===== config.mk =====
export PLATFORM = sky130hd
export DESIGN_NAME = fsk_tx_mchester_flat
export DESIGN_NICKNAME = d
export VERILOG_FILES = /design/src/rtl/fsk_pkg.sv /design/src/rtl/fsk_tx_mchester_if.sv /design/src/rtl/fsk_carrier_div.sv /design/src/rtl/fsk_tx_mchester.sv /design/src/flat_wrapper.sv
export SDC_FILE = /design/constraint.sdc
export NUM_CORES = 1
export LEC_CHECK = 0
export BUFFER_PORTS_ARGS = -buffer_cell sky130_fd_sc_hd__buf_2
export CORE_UTILIZATION = 61
export DETAILED_ROUTE_END_ITERATION = 6
export HOLD_SLACK_MARGIN = 0.08
export PLACE_DENSITY = 0.9
export SLEW_MARGIN = 10
export SYNTH_ARGS = -nofsm -noshare
export SYNTH_HDL_FRONTEND = slang
export SYNTH_SLANG_ARGS = --single-unit

===== constraint.sdc =====
create_clock -name sqwv -period 3.7 [get_ports sqwv]
set_input_delay 0.185 -clock sqwv [delete_from_list [all_inputs] [get_ports sqwv]]
set_output_delay 0.185 -clock sqwv [all_outputs]
set_load 0.05 [all_outputs]

===== src/rtl/fsk_pkg.sv =====
// Shared constants and state encoding for the FSK transmitter and its receiver.
package fsk_pkg;

    localparam int CNT_W = 8;

    localparam int PRE_LEN_DEF       = 160;
    localparam int POST_LEN_DEF      = 160;
    localparam int ZERO_LEN_DEF      = 48;
    localparam int ZERO_LONG_LEN_DEF = 56;
    localparam int ONE_LEN_DEF       = 50;

    typedef enum logic [2:0] {
        ST_IDLE = 3'd0,
        ST_PRE1 = 3'd1,
        ST_PRE0 = 3'd2,
        ST_PRE2 = 3'd3,
        ST_DATA = 3'd4,
        ST_POST = 3'd5,
        ST_DONE = 3'd6
    } state_t;

endpackage


===== src/rtl/fsk_tx_mchester_if.sv =====
// Bit-stream handshake between the frame builder and the FSK transmitter.
// Handshake: a bit is transferred on the rising sqwv edge where bit_ready and
// bit_valid are both high; bit_in and bit_last must be stable while bit_valid
// is high, and bit_ready never depends on bit_valid.
interface fsk_tx_mchester_if;
    logic bit_in;
    logic bit_valid;
    logic bit_last;
    logic bit_ready;

    modport master (output bit_in, output bit_valid, output bit_last, input bit_ready);
    modport slave  (input bit_in, input bit_valid, input bit_last, output bit_ready);
endinterface


===== src/rtl/fsk_carrier_div.sv =====
// FSK carrier divider: half-period of 4 cycles for level 0, 5 for level 1.
// The phase restarts whenever the level changes so the first half-period
// after a change is always full length.
module fsk_carrier_div (
    input  logic sqwv,
    input  logic manual,
    input  logic en,
    input  logic level,
    output logic fsk_mod
);
    logic [2:0] phase_q;
    logic       prev_q;
    logic       mod_q;
    logic [2:0] half_end;

    // Last phase value of the current half-period.
    always_comb begin
        half_end = level ? 3'd4 : 3'd3;
    end

    // Phase counter, level tracker and carrier flop; carrier parked low when disabled.
    always_ff @(posedge sqwv) begin
        if (manual) begin
            phase_q <= '0;
            prev_q  <= 1'b0;
            mod_q   <= 1'b0;
        end else if (!en) begin
            phase_q <= '0;
            prev_q  <= level;
            mod_q   <= 1'b0;
        end else if (level != prev_q) begin
            prev_q  <= level;
            phase_q <= 3'd1;
        end else if (phase_q == half_end) begin
            phase_q <= '0;
            mod_q   <= ~mod_q;
        end else begin
            phase_q <= phase_q + 3'd1;
        end
    end

    assign fsk_mod = mod_q;
endmodule


===== src/rtl/fsk_tx_mchester.sv =====
// Framed FSK transmitter: preamble 1/0/1, one level slot per bit, postamble 0.
// Zero slots follow a 48/56/48/48 rhythm indexed by zidx; one slots are fixed.
module fsk_tx_mchester
    import fsk_pkg::*;
#(
    parameter int PRE_LEN       = PRE_LEN_DEF,
    parameter int POST_LEN      = POST_LEN_DEF,
    parameter int ZERO_LEN      = ZERO_LEN_DEF,
    parameter int ZERO_LONG_LEN = ZERO_LONG_LEN_DEF,
    parameter int ONE_LEN       = ONE_LEN_DEF
) (
    input  logic               sqwv,
    input  logic               manual,
    input  logic               start,
    fsk_tx_mchester_if.slave   bus,
    output logic               fsk_level,
    output logic               fsk_mod,
    output logic               busy,
    output logic               done,
    output logic               underrun,
    output state_t             state_dbg
);
    localparam logic [CNT_W-1:0] PRE_END   = CNT_W'(PRE_LEN - 1);
    localparam logic [CNT_W-1:0] POST_END  = CNT_W'(POST_LEN - 1);
    localparam logic [CNT_W-1:0] ZERO_END  = CNT_W'(ZERO_LEN - 1);
    localparam logic [CNT_W-1:0] ZLONG_END = CNT_W'(ZERO_LONG_LEN - 1);
    localparam logic [CNT_W-1:0] ONE_END   = CNT_W'(ONE_LEN - 1);

    state_t           state_q, state_d;
    logic [CNT_W-1:0] cnt_q, cnt_d;
    logic [CNT_W-1:0] slot_end_q, slot_end_d;
    logic [1:0]       zidx_q, zidx_d;
    logic             bit_q, bit_d;
    logic             last_q, last_d;
    logic             done_q, done_d;
    logic             underrun_q, underrun_d;
    logic             ready;

    // State and datapath registers.
    always_ff @(posedge sqwv) begin
        if (manual) begin
            state_q    <= ST_IDLE;
            cnt_q      <= '0;
            slot_end_q <= '0;
            zidx_q     <= '0;
            bit_q      <= 1'b0;
            last_q     <= 1'b0;
            done_q     <= 1'b0;
            underrun_q <= 1'b0;
        end else begin
            state_q    <= state_d;
            cnt_q      <= cnt_d;
            slot_end_q <= slot_end_d;
            zidx_q     <= zidx_d;
            bit_q      <= bit_d;
            last_q     <= last_d;
            done_q     <= done_d;
            underrun_q <= underrun_d;
        end
    end

    // Next-state, slot counter and handshake decode.
    always_comb begin
        state_d    = state_q;
        cnt_d      = cnt_q + 1'b1;
        slot_end_d = slot_end_q;
        zidx_d     = zidx_q;
        bit_d      = bit_q;
        last_d     = last_q;
        done_d     = done_q;
        underrun_d = underrun_q;
        ready      = 1'b0;
        case (state_q)
            ST_IDLE, ST_DONE: begin
                cnt_d = '0;
                if (start) begin
                    state_d    = ST_PRE1;
                    done_d     = 1'b0;
                    underrun_d = 1'b0;
                    zidx_d     = '0;
                end
            end
            ST_PRE1: if (cnt_q == PRE_END) begin state_d = ST_PRE0; cnt_d = '0; end
            ST_PRE0: if (cnt_q == PRE_END) begin state_d = ST_PRE2; cnt_d = '0; end
            ST_PRE2: if (cnt_q == PRE_END) ready = 1'b1;
            ST_DATA: begin
                if (cnt_q == slot_end_q) begin
                    cnt_d = '0;
                    if (last_q) state_d = ST_POST;
                    else        ready   = 1'b1;
                end
            end
            ST_POST: begin
                if (cnt_q == POST_END) begin
                    state_d = ST_DONE;
                    done_d  = 1'b1;
                    cnt_d   = '0;
                end
            end
            default: begin
                state_d = ST_IDLE;
                cnt_d   = '0;
            end
        endcase
        // A slot boundary that wants a bit: take it, or close the frame short.
        if (ready) begin
            cnt_d = '0;
            if (bus.bit_valid) begin
                state_d = ST_DATA;
                bit_d   = bus.bit_in;
                last_d  = bus.bit_last;
                if (bus.bit_in) begin
                    slot_end_d = ONE_END;
                end else begin
                    slot_end_d = (zidx_q == 2'd1) ? ZLONG_END : ZERO_END;
                    zidx_d     = zidx_q + 2'd1;
                end
            end else begin
                state_d    = ST_POST;
                underrun_d = 1'b1;
            end
        end
    end

    // Output decode.
    always_comb begin
        fsk_level = (state_q == ST_PRE1) || (state_q == ST_PRE2) ||
                    ((state_q == ST_DATA) && bit_q);
        busy      = (state_q != ST_IDLE) && (state_q != ST_DONE);
    end

    assign bus.bit_ready = ready;
    assign done          = done_q;
    assign underrun      = underrun_q;
    assign state_dbg     = state_q;

    fsk_carrier_div u_carrier (
        .sqwv    (sqwv),
        .manual  (manual),
        .en      (busy),
        .level   (fsk_level),
        .fsk_mod (fsk_mod)
    );
endmodule

===== src/flat_wrapper.sv =====
// flat-port wrapper written by rule: the top's interface ports become plain ports
module fsk_tx_mchester_flat import fsk_pkg::*;
#(
    parameter int PRE_LEN       = PRE_LEN_DEF,
    parameter int POST_LEN      = POST_LEN_DEF,
    parameter int ZERO_LEN      = ZERO_LEN_DEF,
    parameter int ZERO_LONG_LEN = ZERO_LONG_LEN_DEF,
    parameter int ONE_LEN       = ONE_LEN_DEF
)
  (sqwv, manual, start, fsk_level, fsk_mod, busy, done, underrun, state_dbg, bus_bit_in, bus_bit_valid, bus_bit_last, bus_bit_ready);
  fsk_tx_mchester_if bus_i ();
  input  logic sqwv;
  input  logic manual;
  input  logic start;
  output logic fsk_level;
  output logic fsk_mod;
  output logic busy;
  output logic done;
  output logic underrun;
  output state_t state_dbg;
  input wire logic [$bits(bus_i.bit_in)-1:0] bus_bit_in;
  input wire logic [$bits(bus_i.bit_valid)-1:0] bus_bit_valid;
  input wire logic [$bits(bus_i.bit_last)-1:0] bus_bit_last;
  output wire logic [$bits(bus_i.bit_ready)-1:0] bus_bit_ready;
  assign bus_i.bit_in = bus_bit_in;
  assign bus_i.bit_valid = bus_bit_valid;
  assign bus_i.bit_last = bus_bit_last;
  assign bus_bit_ready = bus_i.bit_ready;
  fsk_tx_mchester #(.PRE_LEN(PRE_LEN), .POST_LEN(POST_LEN), .ZERO_LEN(ZERO_LEN), .ZERO_LONG_LEN(ZERO_LONG_LEN), .ONE_LEN(ONE_LEN)) u_core (.sqwv(sqwv), .manual(manual), .start(start), .bus(bus_i), .fsk_level(fsk_level), .fsk_mod(fsk_mod), .busy(busy), .done(done), .underrun(underrun), .state_dbg(state_dbg));
endmodule

==> flow_summary.yaml, run 1 <==
finish:
  final_area_um2: 1470
  antenna_cells: 0
  multi_input_area_um2: 763
  area_growth_pct: 10.2
  fin_util_pct: 73.6
  nets: 176
  drive_gt1_share_pct: 14.5
  seqCellArea_um2: 520
  fillCellCount: 158
min_path:
  min_path_cells: 3
  hold_path_startpoint: "bus_bit_last"
  hold_class: "in2reg"
power:
  p_per_area_nw_per_um2: 540
  ir_drop_v: 0.000457
  p_leak_nw: 0.603
floorplanning:
  die_y_um: 48.8
  coreArea_um2: 2000
  initial_utilization_pct: 66.8
  core.rowCount: 16
  dieArea_um2: 2380
  die_w_um: 48.8
  io_pins: 15
clock_network:
  cts_buffers: 3
  cts_max_level: 1
  root_buffer: "clkbuf_4"
  cts.sinks: 26
  clk_pin_slew_worst_paths_ns: 0.13
  tritoncts: "built"
  clkLatencyLatePin_ns: 0.33
  ctsLongestPathBuffers: 2
  cts_resized: 0
  post_cts_buffers: 0
  holdBufCountCts: 0
synthesis:
  synth-seq-cells: 26
  syn_area_per_cell_um2: 8.86
  yosysMostFrequentCell: "dfxtp_1"
  synth_warnings: 0
  yosysSeqAreaShare_pct: 38.9
  async_flop_share_pct: 0
  synth-edff-count: 0
  syn-cell-area_um2: 1340
  syn_nets: 160
  ys_types: 46
  synth_top_area_share_pct: 38.9
  synth_cells: 151
  synth_area_leader_cell: "dfxtp_1"
  ys.flop_type: "dfxtp_1"
  ys_top_cells_by_count: "26 x dfxtp_1, 16 x nor2_1, 9 x inv_1"
  synthTopCellsByArea: "dfxtp_1 39%, nor2_1 4.5%, xnor2_1 3.9%"
route:
  routed-via-count: 1145
  drc: 0
  drtPass1Iterations: 4
  wl_per_cell_um: 13.8
  vias_per_cell: 5.93
  antenna_left: 0
  routed_wl_um: 2660
  drtIter0Drc: 53
timing:
  clock-skew-final_ns: 0.00743
  min_period_ns: 2.69
  setup_viol: 0
  max_freq_mhz: 372
  rsz0062_at_grt: "false"
  slew_headroom_pct: 47.4
  worst_pin_slew_ns: 0.785
  hold_violations: 0
  finalMaxSlewViolations: 0
  post-route-period-util_pct: 72.6
  fin_setup_tns_ns: 0
worst_setup_path:
  arrival_ns: 2.50
  critical_path.max_stage_delay_ns: 0.59
  critPathKind: "reg2out"
  start_kind: "register"
  crit_required_ns: 3.51
  cp_common_cell: "and4_1"
  worstSetupStartpoint: "u_core.cnt_q[0]"
  cp_slowest_cell: "a31oi_1"
  worst-path-max-fanout: 11
  crit_chain: "ha_1 > and4_1 > and4_1 > a31oi_1 > inv_1 > buf_2"
  cp-end-kind: "output port"
  reg2reg_from: "u_core.cnt_q[0]"
  reg2reg_depth: 6
global_routing:
  grt_pass1_vias: 1084
  grtUsageTotal_pct: 24.3
  grt_max_degree: 16
  antenna_found_initial: 0
  grt_pass1_wl_um: 4460
  grt_remaining_overflow: 0
run_status:
  outcome: "finished clean"
job:
  drv_cap: 0
place:
  gp_congestion: 0.877
  io_buffers: 14
  dp_hpwl_um: 2030
  place_area_um2: 1420
state kept, by name (all words and copies together), names as in the netlist:
signal                    count
u_core.state_dbg              3
u_core.zidx_q                 2
u_core.done                   1
u_core.u_carrier.prev_q       1
u_core.last_q                 1
u_core.bit_q                  1
u_core.u_carrier.fsk_mod      1
u_core.slot_end_q             4
u_core.underrun               1
u_core.cnt_q                  8
u_core.u_carrier.phase_q      3
path summary, 6_finish.rpt:
path / slack (ns) / to
setup / recovery: 1.01 / bus_bit_ready
hold / removal: 0.1 / u_core.last_q
setup reg to reg: 1.41 / u_core.state_dbg[0]
hold reg to reg: 0.50 / u_core.bit_q
cells by family (layout without fill, tap and decap cells):
family,after synthesis,in the layout,synth area share [%]
AO/OA/AOI/OAI,36,36,19.6
XOR/XNOR,11,11,7.20
adder cells (fa/ha/maj),3,3,2.81
buffers and inverters,12,27,4.02
flip-flops,26,26,38.9
multiplexers,1,1,0.748
AND/OR/NAND/NOR,62,62,26.8
final cells by class:
class	count	share of cell area (%)
clock inverter	1	2.04
inverter	9	2.29
multi-input combinational	113	51.8
clock buffer	3	1.53
sequential	26	35.3
tap	27	2.29
timing repair buffer	14	4.75
metal layers:
layer,up-vias,part of all wire (%),track usage (%)
met3,11,5.9,4.67
met5,-,0,0
met2,44,49,41.0
met1,523,42,29.2
li1,567,-,-
met4,0,2.7,12.7
per-stage QoR:
stage	worst slack, ns	std cells	hold WS, ns	total power, mW
finish	1.01	193	0.0991	0.796
global route	0.869	193	0.116	0.836
CTS	1.04	193	0.102	0.795
detailed placement	1.42	189	0.444	0.606
global placement	1.51	189	0.445	0.599
floorplan	1.39	151	0.261	0.551
layout by cell type (no fill, tap or decap), types with 3 or more instances in the layout:
cell | Yosys | routed
a211oi_1 | 3 | 3
a21boi_0 | 3 | 3
a21oi_1 | 8 | 8
buf_2 | 1 | 14
clkbuf_4 | 0 | 3
dfxtp_1 | 26 | 26
ha_1 | 3 | 3
inv_1 | 9 | 9
nand2_1 | 7 | 7
nand3_1 | 6 | 6
nor2_1 | 16 | 16
nor2b_1 | 6 | 6
nor3_1 | 4 | 4
nor4_1 | 3 | 3
o21a_1 | 4 | 4
o21ai_0 | 3 | 3
xnor2_1 | 6 | 6
xor2_1 | 5 | 5
critical path, delay by kind of cell (launching register included):
family,cells,cell delay [ns]
fa+ha+maj,1,0.25
simple gates,2,0.43
compound gates,1,0.59
buf+inv,2,0.53
flops,1,0.38
report_power, final:
part | leakage (nW) | internal (mW) | switching [mW]
Combinational | 0.364 | 0.0920 | 0.176
Sequential | 0.211 | 0.302 | 0.0332
Clock | 0.0279 | 0.110 | 0.0833
Total | 0.603 | 0.504 | 0.292
(Power assumes the default switching activity.)
==> run 2: changes to the inputs <==
ABC_AREA = 1   (was default)
CORE_ASPECT_RATIO = 0.5   (was default)
CORE_UTILIZATION = 51   (was 61)
PLACE_DENSITY = 0.81   (was 0.9)
clock period = 2.2 ns   (was 3.7 ns; I/O delays follow)
==> run 2 against run 1 <==
Count of clock-buffer cells in the layout unchanged. Largest cell class unchanged. Critical path depth unchanged. Synthesized cell count up 40%. Highest routed layer unchanged. Global-route usage down 3.8 points. Area after synthesis up 5.0%. Register-to-register slack worse by 0.96 ns. Combinational power rose to 3.1 times the previous value. Die area up 25%.
==> flow_summary.yaml, run 2 <==
synthesis:
  yosysMostFrequentCell: "nand2_1"
  ys_types: 28
  synth-adder-area-share_pct: 2.67
  synth_area_leader_cell: "dfxtp_1"
  synth_cells: 212
  synth-edff-count: 0
  synth-seq-cells: 26
  synthMuxAreaShare_pct: 0
  syn_nets: 221
  synthTopCellsByArea: "dfxtp_1 37%, nand2_1 16%, nor2_1 7.0%"
  syn-cell-area_um2: 1400
  ys_top_cells_by_count: "61 x nand2_1, 26 x dfxtp_1, 26 x nor2_1"
  synthSimpleGateAreaFrac_pct: 40.6
  synthXorXnorAreaFrac_pct: 1.87
  ys.flop_type: "dfxtp_1"
  synth_top_family_by_area: "simple AND/OR/NAND/NOR gates"
  yosysSeqAreaShare_pct: 37.1
  synth_warnings: 0
  synth_top_area_share_pct: 37.1
  synth_compound_area_share_pct: 8.65
  async_flop_share_pct: 0
  syn_area_per_cell_um2: 6.62
timing:
  max_freq_mhz: 507
  slew_headroom_pct: 77.0
  clock-skew-final_ns: 0.00496
  min_period_ns: 1.97
  hold_violations: 0
  fin_setup_tns_ns: 0
  post-route-period-util_pct: 89.7
  finalMaxSlewViolations: 0
  rsz0062_at_grt: "false"
  worst_pin_slew_ns: 0.342
  setup_viol: 0
floorplanning:
  coreArea_um2: 2600
  io_pins: 15
  initial_utilization_pct: 53.9
  die_y_um: 39.1
  core.rowCount: 13
  dieArea_um2: 2980
  die_w_um: 76.2
place:
  io_buffers: 14
  dp_hpwl_um: 2200
  gp_congestion: 0.922
worst_setup_path:
  crit_required_ns: 2.09
  critPathKind: "reg2out"
  start_kind: "register"
  worst-path-max-fanout: 6
  crit_chain: "ha_1 > nand2_1 > nor2_2 > nand4_2 > nand2_4 > buf_2"
  critical_path.max_stage_delay_ns: 0.40
  cp_slowest_cell: "dfxtp_1"
  arrival_ns: 1.86
  cp-end-kind: "output port"
route:
  antenna_left: 0
  vias_per_cell: 5.02
  routed_wl_um: 2800
  drc: 0
  drtPass1Iterations: 4
  wl_per_cell_um: 10.6
  routed-via-count: 1331
  drtIter0Drc: 100
power:
  p_leak_nw: 0.757
  ir_drop_v: 0.000905
  p_per_area_nw_per_um2: 1080
run_status:
  outcome: "finished clean"
clock_network:
  clk_pin_slew_worst_paths_ns: 0.08
  cts_resized: 0
  holdBufCountCts: 0
  clkLatencyLatePin_ns: 0.27
  cts_buffers: 3
  root_buffer: "clkbuf_8"
  cts.sinks: 26
  ctsLongestPathBuffers: 2
  tritoncts: "built"
  post_cts_buffers: 0
  cts_max_level: 1
finish:
  antenna_cells: 0
  area_growth_pct: 11.0
  drive_gt1_share_pct: 15.8
  mostFrequentLayoutCells: "61 x nand2_1, 26 x nor2_1, 26 x dfxtp_1"
  largest_reg_flops: 8
  largest-register: "u_core.cnt_q"
  largestRegisters: "u_core.cnt_q x8, u_core.slot_end_q x4"
  mostFrequentLayoutCell: "nand2_1"
  fin_util_pct: 59.9
  nets: 239
global_routing:
  grt_pass1_vias: 1133
  grt_max_degree: 14
  grtUsageTotal_pct: 20.6
  grt_remaining_overflow: 0
  antenna_found_initial: 0
  grt_pass1_wl_um: 4640
min_path:
  hold_class: "in2reg"
job:
  drv_cap: 0
[run 2: cell types whose count changed after synthesis, moves of 3 or more]
cell	delta
nand2_1	+54
inv_1	+15
nor2_1	+10
inv_2	+8
nand3_1	+7
nand4_1	+7
nor2b_1	-6
a21oi_1	+5
o21a_1	-4
xnor2_1	-4
xor2_1	-4
a21boi_0	-3
nor4_1	-3
[run 2: worst paths after layout]
check	start	to	slack, ns	depth (start not counted)
worst min-delay path	bus_bit_last	u_core.last_q	0.09	3
worst min register to register	u_core.u_carrier.fsk_mod	u_core.u_carrier.fsk_mod	0.48	2
worst max register to register	u_core.cnt_q[0]	u_core.state_dbg[0]	0.45	10
worst max-delay path	u_core.cnt_q[0]	bus_bit_ready	0.23	6
[run 2: power breakdown]
| part | total, mW | internal (mW) | switching [mW] | leakage, nW |
|---|---|---|---|---|
| clock | 0.260 | 0.123 | 0.137 | 0.0216 |
| sequential | 0.593 | 0.538 | 0.0553 | 0.211 |
| combinational | 0.824 | 0.232 | 0.592 | 0.524 |
| total | 1.68 | 0.893 | 0.785 | 0.757 |
[run 2: critical path: cells and delay by family, from the launching register on]
family	cells	cell delay, ns
adder cells (fa/ha/maj)	1	0.18
buffers and inverters	1	0.28
AND/OR/NAND/NOR	4	0.73
flip-flops	1	0.40
[run 2: final cells by class]
cell class | instances | area [µm²]
fillers | 257 | 1040
multi-input cells | 152 | 756
flip-flops and latches | 26 | 520
inverters | 33 | 124
repair buffers | 14 | 70.1
well taps | 37 | 46.3
clock buffers | 3 | 41.3
[run 2: cells by family after synthesis]
| group | count (synthesis) |
|---|---|
| DFF | 26 |
| buffers and inverters | 34 |
| AOI/OAI and AO/OA | 23 |
| xor gates and xnor gates | 3 |
| and+or+nand+nor | 123 |
| adders and majority gates | 3 |
[run 2: per-layer routing]
metal	GRT usage (%)	share of wire, %
met1	23.8	49
met2	38.9	48
met3	6.12	3.3
met4	5.29	0.54
met5	0	0
[run 2: through the flow]
stage	setup WS, ns	total power [mW]	hold slack (ns)	cells	cell area [µm²]
after floorplan	0.0702	1.25	0.257	212	1400
after global placement	0.570	1.40	0.352	262	1520
after detailed placement	0.509	1.42	0.361	262	1520
after CTS	0.222	1.68	0.0847	265	1560
after global routing	0.0428	1.81	0.0989	265	1560
final	0.227	1.68	0.0881	265	1560
==> run 3: changes to the inputs <==
CORE_UTILIZATION = 54   (was 51)
CTS_BUF_LIST = sky130_fd_sc_hd__clkbuf_4 sky130_fd_sc_hd__clkbuf_8   (was default)
CTS_CLUSTER_SIZE = 24   (was default)
PLACE_DENSITY = 0.84   (was 0.81)
==> run 3 against run 2 <==
Hold slack better by 0.0094 ns. Sequential share of layout area is 0.054 points higher. Clock power hardly changed. Core utilization is 7.0 points higher. Setup slack better by 0.0083 ns. Sequential power hardly changed. Non-clock buffer count stayed put. Count of clock-buffer cells in the layout stayed put. Sequential cell count stayed put. Critical endpoint unchanged. Highest routed layer unchanged.
==> flow_summary.yaml, run 3 (synthesis gave the netlist of run 2 again) <==
run_status:
  outcome: "finished clean"
clock_network:
  cts.sinks: 26
  clk_pin_slew_worst_paths_ns: 0.08
  root_buffer: "clkbuf_8"
  cts_max_level: 1
  cts_buffers: 3
  cts_resized: 0
  post_cts_buffers: 0
  tritoncts: "built"
  clkLatencyLatePin_ns: 0.27
  holdBufCountCts: 0
  ctsLongestPathBuffers: 2
finish:
  area_growth_pct: 10.8
  drive_gt1_share_pct: 15.8
  fillCellCount: 211
  largestRegisters: "u_core.cnt_q x8, u_core.slot_end_q x4"
  mostFrequentLayoutCells: "61 x nand2_1, 26 x nor2_1, 26 x dfxtp_1"
  antenna_cells: 0
  largest_reg_flops: 8
  largest-register: "u_core.cnt_q"
  mostFrequentLayoutCell: "nand2_1"
  nets: 239
worst_setup_path:
  arrival_ns: 1.85
  cp_slowest_cell: "dfxtp_1"
  cp-end-kind: "output port"
  reg2reg_slack_ns: 0.48
  critPathKind: "reg2out"
  start_kind: "register"
  worst-path-max-fanout: 6
  crit_chain: "ha_1 > nand2_1 > nor2_2 > nand4_2 > nand2_4 > buf_2"
  critical_path.max_stage_delay_ns: 0.40
  crit_required_ns: 2.09
global_routing:
  grtUsageTotal_pct: 23.4
  antenna_found_initial: 0
  grt_pass1_wl_um: 4840
  grt_max_degree: 14
  grt_remaining_overflow: 0
  grt_pass1_vias: 1161
power:
  switching_share_pct: 46.9
  pwr-share-clk_pct: 15.4
  internal_power_mw: 0.892
  comb_power_share_pct: 49.3
  p_sw_mw: 0.787
  p_leak_nw: 0.757
  p_per_area_nw_per_um2: 1080
  ir_drop_v: 0.000786
  p_seq_share_pct: 35.3
place:
  io_buffers: 14
  dp_slack_ns: 0.516
  dp_hpwl_um: 2220
  gp_congestion: 0.928
timing:
  fin_setup_tns_ns: 0
  worst_pin_slew_ns: 0.316
  rsz0062_at_grt: "false"
  min_period_ns: 1.96
  clock-skew-final_ns: 0.00629
  setup_ws_ns: 0.235
  hold_violations: 0
  post-route-period-util_pct: 89.3
  setup_viol: 0
  max_freq_mhz: 509
  slew_headroom_pct: 78.8
  finalMaxSlewViolations: 0
route:
  vias_per_cell: 5.16
  antenna_left: 0
  wl_per_cell_um: 10.7
  routed-via-count: 1358
  drtIter0Drc: 100
  routed_wl_um: 2800
  drc: 0
  drtPass1Iterations: 4
floorplanning:
  coreArea_um2: 2330
  die_w_um: 74.1
  io_pins: 15
  dieArea_um2: 2820
  initial_utilization_pct: 60.3
  die_y_um: 38.1
  core.rowCount: 12
job:
  drv_cap: 0
min_path:
  hold_class: "in2reg"
run 3: area by class of cell:
cell class | count | area [µm²] | area share, %
timing repair buffer | 14 | 70.1 | 4.51
inverter | 33 | 124 | 7.96
tap | 35 | 43.8 | 2.82
sequential | 26 | 520 | 33.5
clock buffer | 3 | 41.3 | 2.65
multi-input combinational | 152 | 756 | 48.6
run 3: through the flow:
stage          util, %  cell area (µm²)  instances  power, mW  hold WS [ns]
4_1_cts           66.8             1560        263       1.68        0.0966
6_report          66.8             1560        263       1.68        0.0975
2_1_floorplan        -             1400        212       1.25         0.257
3_3_place_gp      65.1             1510        260       1.41         0.352
5_1_grt           66.8             1560        263       1.81        0.0947
3_5_place_dp      65.1             1510        260       1.42         0.370
run 3: per-layer routing:
layer  GRT usage [%]  part of all wire (%)  up-vias
met3            6.84                   5.9        6
met5               0                     0        -
met4            5.29                  0.93        0
met2            39.8                    44       41
met1            29.7                    49      600
li1                -                     -      711
run 3: worst max-delay path: cells and delay by family, from the launching register on:
| family | cells | cell delay, ns |
|---|---|---|
| and+or+nand+nor | 4 | 0.73 |
| buffers and inverters | 1 | 0.28 |
| adders and majority gates | 1 | 0.18 |
| DFF | 1 | 0.40 |
run 3: power groups by stage:
stage / sequential, mW / combinational, mW / clock (mW)
floorplan: 0.668 / 0.585 / 0
global placement: 0.601 / 0.805 / 0
detailed placement: 0.603 / 0.817 / 0
CTS: 0.592 / 0.828 / 0.263
global route: 0.602 / 0.923 / 0.287
finish: 0.593 / 0.827 / 0.259
run 3: path summary, 6_finish.rpt:
check | from | end | depth (start not counted)
worst max-delay path | u_core.cnt_q[0] | bus_bit_ready | 6
worst min-delay path | bus_bit_last | u_core.last_q | 3
worst max register to register | u_core.cnt_q[0] | u_core.state_dbg[0] | 10
worst min register to register | u_core.u_carrier.fsk_mod | u_core.u_carrier.fsk_mod | 2
